<file path="src/rtl/ram2p_fifo_if.sv">
// rtl/ram2p_fifo_if.sv - producer/consumer handshake bundle for ram2p_fifo
interface ram2p_fifo_if #(
  parameter int DEPTH = 64,
  parameter int WIDTH = 32
);
  localparam int LW = $clog2(DEPTH) + 1;

  logic             Flush;
  logic             WValid;
  logic [WIDTH-1:0] WData;
  logic             WReady;
  logic             RValid;
  logic [WIDTH-1:0] RData;
  logic             RReady;
  logic [LW-1:0]    Level;
  logic             AlmostFull;

  // Producer/consumer side.
  modport master (
    output Flush, WValid, WData, RReady,
    input  WReady, RValid, RData, Level, AlmostFull
  );

  // FIFO side.
  modport slave (
    input  Flush, WValid, WData, RReady,
    output WReady, RValid, RData, Level, AlmostFull
  );
endinterface

</file>
<file path="src/rtl/ram2p_fifo.sv">
// rtl/ram2p_fifo.sv - first-word-fall-through FIFO controlling a 1R1W two-port SRAM
// Optional occupancy outputs (Level, AlmostFull >= AFTHRESH) under macro RAMFIFO_LEVEL_EN.
module ram2p_fifo #(
  parameter int DEPTH    = 64,
  parameter int WIDTH    = 32,
  parameter int AFTHRESH = DEPTH - 4
) (
  input  logic         clk,
  input  logic         reset,
  ram2p_fifo_if.slave  bus
);
  localparam int AW = $clog2(DEPTH);
  localparam int LW = AW + 1;
  localparam int BW = (WIDTH + 7) / 8;
  localparam logic [LW-1:0] FULL_COUNT = LW'(DEPTH);

  if (DEPTH < 4 || (DEPTH & (DEPTH - 1)) != 0 || AFTHRESH > DEPTH) begin : g_bad_params
    $error("ram2p_fifo: DEPTH must be a power of 2 >= 4 and AFTHRESH <= DEPTH");
  end

  // Controller state. count includes the entry presented on RData;
  // avail counts entries written but not yet read-issued to the SRAM.
  logic [AW-1:0] wr_ptr;
  logic [AW-1:0] rd_ptr;
  logic [LW-1:0] count;
  logic [LW-1:0] avail;
  logic          rvalid;

  logic full;
  logic push;
  logic pop;
  logic issue;

  // SRAM port signals.
  logic             sram_we;
  logic [AW-1:0]    sram_waddr;
  logic [WIDTH-1:0] sram_wdata;
  logic [BW-1:0]    sram_be;
  logic             sram_ce;
  logic [AW-1:0]    sram_raddr;
  logic [WIDTH-1:0] sram_rdata;
  logic [WIDTH-1:0] mem [DEPTH];

  // No bypass: a same-cycle pop does not open WReady, so full is purely registered.
  assign full  = (count == FULL_COUNT);
  assign push  = bus.WValid & ~full & ~bus.Flush;
  assign pop   = rvalid & bus.RReady & ~bus.Flush;
  // Only entries already committed at an earlier edge are issued, so the
  // read-first SRAM never sees a same-cycle read/write of one address.
  assign issue = (avail != '0) & (~rvalid | bus.RReady) & ~bus.Flush;

  assign sram_we    = push;
  assign sram_waddr = wr_ptr;
  assign sram_wdata = bus.WData;
  assign sram_be    = '1;
  assign sram_ce    = issue;
  assign sram_raddr = rd_ptr;

  // Pointer, occupancy and output-valid bookkeeping; flush outranks all traffic.
  always_ff @(posedge clk or posedge reset) begin
    if (reset) begin
      wr_ptr <= '0;
      rd_ptr <= '0;
      count  <= '0;
      avail  <= '0;
      rvalid <= 1'b0;
    end else if (bus.Flush) begin
      wr_ptr <= '0;
      rd_ptr <= '0;
      count  <= '0;
      avail  <= '0;
      rvalid <= 1'b0;
    end else begin
      if (push) begin
        wr_ptr <= wr_ptr + 1'b1;
      end
      if (issue) begin
        rd_ptr <= rd_ptr + 1'b1;
      end
      case ({push, pop})
        2'b10:   count <= count + 1'b1;
        2'b01:   count <= count - 1'b1;
        default: count <= count;
      endcase
      case ({push, issue})
        2'b10:   avail <= avail + 1'b1;
        2'b01:   avail <= avail - 1'b1;
        default: avail <= avail;
      endcase
      if (issue) begin
        rvalid <= 1'b1;
      end else if (pop) begin
        rvalid <= 1'b0;
      end
    end
  end

  // SRAM write port with per-byte lane enables.
  always_ff @(posedge clk) begin
    if (sram_we) begin
      for (int i = 0; i < WIDTH; i++) begin
        if (sram_be[i / 8]) begin
          mem[sram_waddr][i] <= sram_wdata[i];
        end
      end
    end
  end

  // SRAM read port: registered address; data holds while chip enable is low.
  always_ff @(posedge clk) begin
    if (sram_ce) begin
      sram_rdata <= mem[sram_raddr];
    end
  end

  assign bus.WReady = ~full;
  assign bus.RValid = rvalid;
  assign bus.RData  = sram_rdata;

`ifdef RAMFIFO_LEVEL_EN
  assign bus.Level      = count;
  assign bus.AlmostFull = (count >= LW'(AFTHRESH));
`else
  assign bus.Level      = '0;
  assign bus.AlmostFull = full;
`endif
endmodule

</file>
<file path="src/flat_wrapper.sv">
// flat-port wrapper written by rule: the top's interface ports become plain ports
module ram2p_fifo_flat 
#(
  parameter int DEPTH    = 64,
  parameter int WIDTH    = 32,
  parameter int AFTHRESH = DEPTH - 4
)
  (clk, reset, bus_Flush, bus_WValid, bus_WData, bus_RReady, bus_WReady, bus_RValid, bus_RData, bus_Level, bus_AlmostFull);
  ram2p_fifo_if #(.DEPTH(DEPTH), .WIDTH(WIDTH)) bus_i ();
  input  logic clk;
  input  logic reset;
  input wire logic [$bits(bus_i.Flush)-1:0] bus_Flush;
  input wire logic [$bits(bus_i.WValid)-1:0] bus_WValid;
  input wire logic [$bits(bus_i.WData)-1:0] bus_WData;
  input wire logic [$bits(bus_i.RReady)-1:0] bus_RReady;
  output wire logic [$bits(bus_i.WReady)-1:0] bus_WReady;
  output wire logic [$bits(bus_i.RValid)-1:0] bus_RValid;
  output wire logic [$bits(bus_i.RData)-1:0] bus_RData;
  output wire logic [$bits(bus_i.Level)-1:0] bus_Level;
  output wire logic [$bits(bus_i.AlmostFull)-1:0] bus_AlmostFull;
  assign bus_i.Flush = bus_Flush;
  assign bus_i.WValid = bus_WValid;
  assign bus_i.WData = bus_WData;
  assign bus_i.RReady = bus_RReady;
  assign bus_WReady = bus_i.WReady;
  assign bus_RValid = bus_i.RValid;
  assign bus_RData = bus_i.RData;
  assign bus_Level = bus_i.Level;
  assign bus_AlmostFull = bus_i.AlmostFull;
  ram2p_fifo #(.DEPTH(DEPTH), .WIDTH(WIDTH), .AFTHRESH(AFTHRESH)) u_core (.clk(clk), .reset(reset), .bus(bus_i));
endmodule
</file>
<file path="config.mk">
export PLATFORM = sky130hd
export DESIGN_NAME = ram2p_fifo_flat
export DESIGN_NICKNAME = d
export VERILOG_FILES = /design/src/rtl/ram2p_fifo_if.sv /design/src/rtl/ram2p_fifo.sv /design/src/flat_wrapper.sv
export SDC_FILE = /design/constraint.sdc
export NUM_CORES = 2
export LEC_CHECK = 0
export BUFFER_PORTS_ARGS = -buffer_cell sky130_fd_sc_hd__buf_2
export CELL_PAD_IN_SITES_DETAIL_PLACEMENT = 1
export CELL_PAD_IN_SITES_GLOBAL_PLACEMENT = 2
export CORE_MARGIN = 2
export CORE_UTILIZATION = 39
export DETAILED_ROUTE_END_ITERATION = 8
export PLACE_DENSITY_LB_ADDON = 0.25
export SETUP_SLACK_MARGIN = 0.2
export SYNTH_ARGS = -nofsm -noshare
export SYNTH_HDL_FRONTEND = slang
export SYNTH_SLANG_ARGS = --single-unit
</file>
<file path="constraint.sdc">
create_clock -name clk -period 6.4 [get_ports clk]
set_input_delay 0.64 -clock clk [delete_from_list [all_inputs] [get_ports clk]]
set_output_delay 0.64 -clock clk [all_outputs]
set_load 0.005 [all_outputs]
</file>
# == Yosys cells after proc, flatten, opt, wreduce, memory -nomap -nowiden ==
# Memory sizes are Yosys's and may differ from the RTL's. A register that Yosys moved wholly into a read port is not among the register bits.
# Index checks and enable logic that the tools add are counted.
# word_totals
ff_bits,27
wordCells,46
mem_bits_rw,2048
mem_count,1
in_bits,37
output_inout_bits,42
# memory_table
memory,depth,word_bits,rd,rd_ports_with_merged_regs,write_ports,line,text
u_core.mem,64,32,1,1,1,ram2p_fifo.sv:42,logic [WIDTH-1:0] mem [DEPTH];
# classes
n_eq_ne,5
n_mux,13
n_addsub,6
n_bitwise,10
n_reduce_logical,6
# ops
cell,count
$pmux 7 s2,2
$mux 6,4
$add 7x1->7 const B,2
$mux 7,2
$sub 7x1->7 const B,2
$add 6x1->6 const B,2
$reduce_bool 3->1,3
$eq 7x7->1 const B,1
$reduce_bool 7->1,1
$and 1x1->1,6
$mux 1,5
$eq 2x1->1 const B,2
$eq 2x2->1 const B,2
$reduce_bool 2->1,2
$not 1->1,3
$or 1x1->1,1

# == Longest topological paths before layout ==
# depth
ltp_word,7
ltp_mapped,12
ltp_nobuf,11

# == Least setup slack after synthesis ==
# No wires, ideal clock.
# synth_timing
path_type,register to register
start,reg u_core.count[1]
end,mem u_core.mem[55][0] (enable)
synth_period_minus_slack_ps,3464
t_arrival_ps,3042
slack_ps,2936
path_buffers,2
stages_incl_launch_ff,7
setup_ps,421
required_ps,5979
cell_sequence,dfrtp_1 clkbuf_1 nor4_2 a31oi_2 clkbuf_1 nand4_1 nor2_1
# synth_between
elab_chain_len,6
# synth_lines
item,line,text
start: declaration,ram2p_fifo.sv:25,logic [LW-1:0] count;
start signal: assignment,ram2p_fifo.sv:81,2'b10: count <= count + 1'b1;
start signal: assignment,ram2p_fifo.sv:82,2'b01: count <= count - 1'b1;
start signal: assignment,ram2p_fifo.sv:83,default: count <= count;
$eq 7x7->1,ram2p_fifo.sv:45,assign full = (count == FULL_COUNT);
$not 1->1,ram2p_fifo.sv:46,assign push = bus.WValid & ~full & ~bus.Flush;
$and 1x1->1 (2 in a row),ram2p_fifo.sv:46,
$mux 1,ram2p_fifo.sv:100,if (sram_we) begin
$mux 1 (not written as such),ram2p_fifo.sv:103,mem[sram_waddr][i] <= sram_wdata[i];
end: declaration,ram2p_fifo.sv:42,
# No other way between the ends.

==> flow_metrics.tcl <==
set metrics [dict create \
    run_status "finished clean" \
    ys_seq_area_share_pct 78.23 \
    synth-async-reset-ratio_pct 1.281 \
    highest_layer "met5" \
    cp.required_ns 6.95 \
    cts.sinks 2107 \
    synthFlopType "edfxtp_1" \
    ys_ff_latch 2107 \
    place_area_sq_mm 0.08537 \
    via_per_inst 5.647 \
    vias 37070 \
    dp.cells 6155 \
    post-place-ws_ns 2.300 \
    fin_ws_ns 2.448 \
    setup-tns-final_ns 0 \
    rsz0062_at_grt "false" \
    fmax_mhz 253.0 \
    die_y_microns 458.9 \
    finalHoldViolCount 0 \
    die-area_sq_mm 0.2106 \
    nFillCells 18390 \
    drc_errors 0 \
    p_int_mw 25.42 \
    fin_crit_sh_pct 61.76 \
    start_util_pct 39.33 \
    clk_pin_slew_ns 0.06 \
    crit_path_top_delay_cell "dfrtp_4" \
    worst_pin_slew_ns 1.354 \
    cts_htree_levels 4 \
    post-route-util_pct 44.91 \
    clock_skew_ns 0.03413 \
    clk_latency_ns 0.85 \
    core_area_sq_mm 0.2052 \
    die_w_microns 458.9 \
    crit_chain "buf_12, buf_4, mux4_2, mux4_2, a22oi_1, nand2_1" \
    ioPinCount 79 \
    swShare_pct 26.81 \
    cts_setup_buffers 0 \
    p_comb_share_pct 20.0 \
    cp_max_fo 42 \
    grt_pass1_vias 38950 \
    cp.arrival_ns 4.50 \
    slew_viol_final 0 \
    portBuffers 71 \
    clkPwrFrac_pct 34.9 \
    syn_avg_cell_area_sq_um 23.57 \
    grt_pass1_wl_mm 304.1 \
    multi_input_area_sq_mm 0.01714 \
    routabilityCongestion 0.7579 \
    clock_path_buffers 3 \
    whs_ns 0.1820 \
    yosys_warnings 0 \
    setup_viol 0 \
    hpwl_mm 124.3 \
    totalPowerFinal_mw 34.73 \
    reg2reg_slack_ns 2.45 \
    syn_area_sq_mm 0.08070 \
    power_switching_mw 9.310 \
    seqPwrFrac_pct 45.1 \
    wl_per_cell_microns 32.50 \
    final-seq-area_sq_mm 0.06315 \
    ys_types 52 \
    antenna_found_initial 8 \
    peakVddDrop_mv 0.2814 \
    drtIter0Drc 3904 \
    layout.cells.non_filler 6565 \
    grt_usage_pct 20.42 \
    cts_tree "done" \
    cts-root-buf "clkbuf_16" \
    max-cap-violations 0 \
    drive_gt1_share_pct 30.68 \
    wl_met3_mm 11.17 \
    start_kind "flop" \
    critical_path_class "flop to flop" \
    placementRows 166 \
    grt_max_degree 79 \
    met2_length_mm 105.4 \
    synth_edf_count 2080 \
    firstDrtPassIters 6 \
    crit_path_end_kind "flop" \
    slew_headroom_pct 9.529 \
    finalInstanceArea_sq_mm 0.09215 \
    grt_overflow 0 \
    drt_wl_total_mm 213.4 \
    fin_nets 3734 \
    cp_common_cell "mux4_2" \
    powerDensity_mw_per_mm2 376.8 \
    syn_to_final_growth_pct 14.18 \
    met1_length_mm 92.94 \
    leakagePower_nw 27.82 \
    synthCells 3424 \
    cpPeakStageDelay_ns 0.96 \
    numCtsBuffers 217 \
    worstHoldPathType "input port to flop" \
    antenna_left 0 \
    min_period_ns 3.952 \
]
==> sequential cells by signal, summed over array words and instances (netlist names) <==
register / count
u_core.count: 7
u_core.rd_ptr: 6
u_core.mem: 2048
u_core.sram_waddr: 6
u_core.avail: 7
u_core.bus.RValid: 1
u_core.bus.RData: 32
==> final timing paths <==
| path | startpoint | end | depth (start not counted) |
|---|---|---|---|
| max | u_core.rd_ptr[0] | u_core.bus.RData[14] | 6 |
| min | bus_WValid | u_core.count[4] | 3 |
| max reg2reg | u_core.rd_ptr[0] | u_core.bus.RData[14] | 6 |
| min reg2reg | u_core.avail[4] | u_core.avail[4] | 2 |
| max in group asynchronous | reset | u_core.rd_ptr[0] | 4 |
| min in group asynchronous | reset | u_core.bus.RValid | 4 |
==> timing repair <==
action,CTS,global route
resized for setup,0,0
hold endpoints to repair,27,0
hold buffers,1,0
==> cell type report <==
| type | count | share of cell area (%) |
|---|---|---|
| antenna | 5 | 0.01358 |
| sequential | 2107 | 68.53 |
| clock buffer | 266 | 6.115 |
| clock inverter | 138 | 1.222 |
| tap | 2688 | 3.650 |
| timing repair buffer | 227 | 1.849 |
| multi-input combinational | 1129 | 18.60 |
| inverter | 5 | 0.02037 |
==> critical path: cells and delay by family, from the launching register on <==
kind | cells | cell delay [ns]
AND/OR/NAND/NOR | 1 | 0.11
buffers and inverters | 2 | 0.85
multiplexers | 2 | 1.14
flip-flops | 1 | 0.96
AO/OA/AOI/OAI | 1 | 0.56
==> cell usage after synthesis (10+ instances only) <==
master    count  area [sq um]
mux2_2       10         112.6
o21ai_0      24         120.1
nor2_1      107         401.6
a31oi_1      12         75.07
mux2i_1      91         910.9
buf_1        28         105.1
a21oi_1      30         150.1
nand2_1      68         255.2
clkbuf_1     78         292.8
a22oi_1      47         352.8
mux4_2      583         13130
buf_2        53         265.3
o22ai_1      29         181.4
buf_4        21         157.7
nand3_1      11         55.05
dfrtp_1      27         675.7
edfxtp_1   2080         62460
==> power by group through the flow <==
stage	clock (mW)	sequential, mW	combinational, mW
after floorplan	0	15.7	4.74
after global routing	12.9	15.7	7.40
final	12.1	15.7	6.95
after detailed placement	0	16.0	7.14
after CTS	12.4	15.7	7.16
after global placement	0	16.0	7.10
==> cells in the final DEF, fill, tap and decap left out, drive strengths merged, types with 7 or more instances in the layout <==
| master | count |
|---|---|
| mux2i | 91 |
| mux2 | 10 |
| clkinv | 108 |
| nor2b | 7 |
| o21ai | 25 |
| dfrtp | 27 |
| xnor2 | 9 |
| clkinvlp | 9 |
| clkbuf | 266 |
| a31oi | 13 |
| nand3 | 11 |
| nor2 | 107 |
| nand4 | 9 |
| ha | 9 |
| xor2 | 9 |
| buf | 226 |
| a21oi | 30 |
| inv | 12 |
| bufinv | 14 |
| mux4 | 583 |
| o22ai | 29 |
| edfxtp | 2080 |
| nand2 | 68 |
| conb | 7 |
| a22oi | 47 |
==> layer usage <==
metal / global-route usage (%) / up-vias
met5: 0 / -
met4: 4.418 / 6
met3: 3.276 / 214
met2: 33.30 / 1047
met1: 29.12 / 20560
li1: - / 15240
==> cells by family (layout without fill, tap and decap cells) <==
kind of cell	after synthesis	in the layout	share of synthesized area [%]
simple gates	237	237	1.288
flops	2107	2107	78.23
other cells	1	12	0.004647
compound gates	173	173	1.414
buf+inv	194	636	1.166
fa+ha+maj	10	10	0.1643
mux	684	684	17.54
xor+xnor	18	18	0.1954
(Power assumes the default switching activity.)
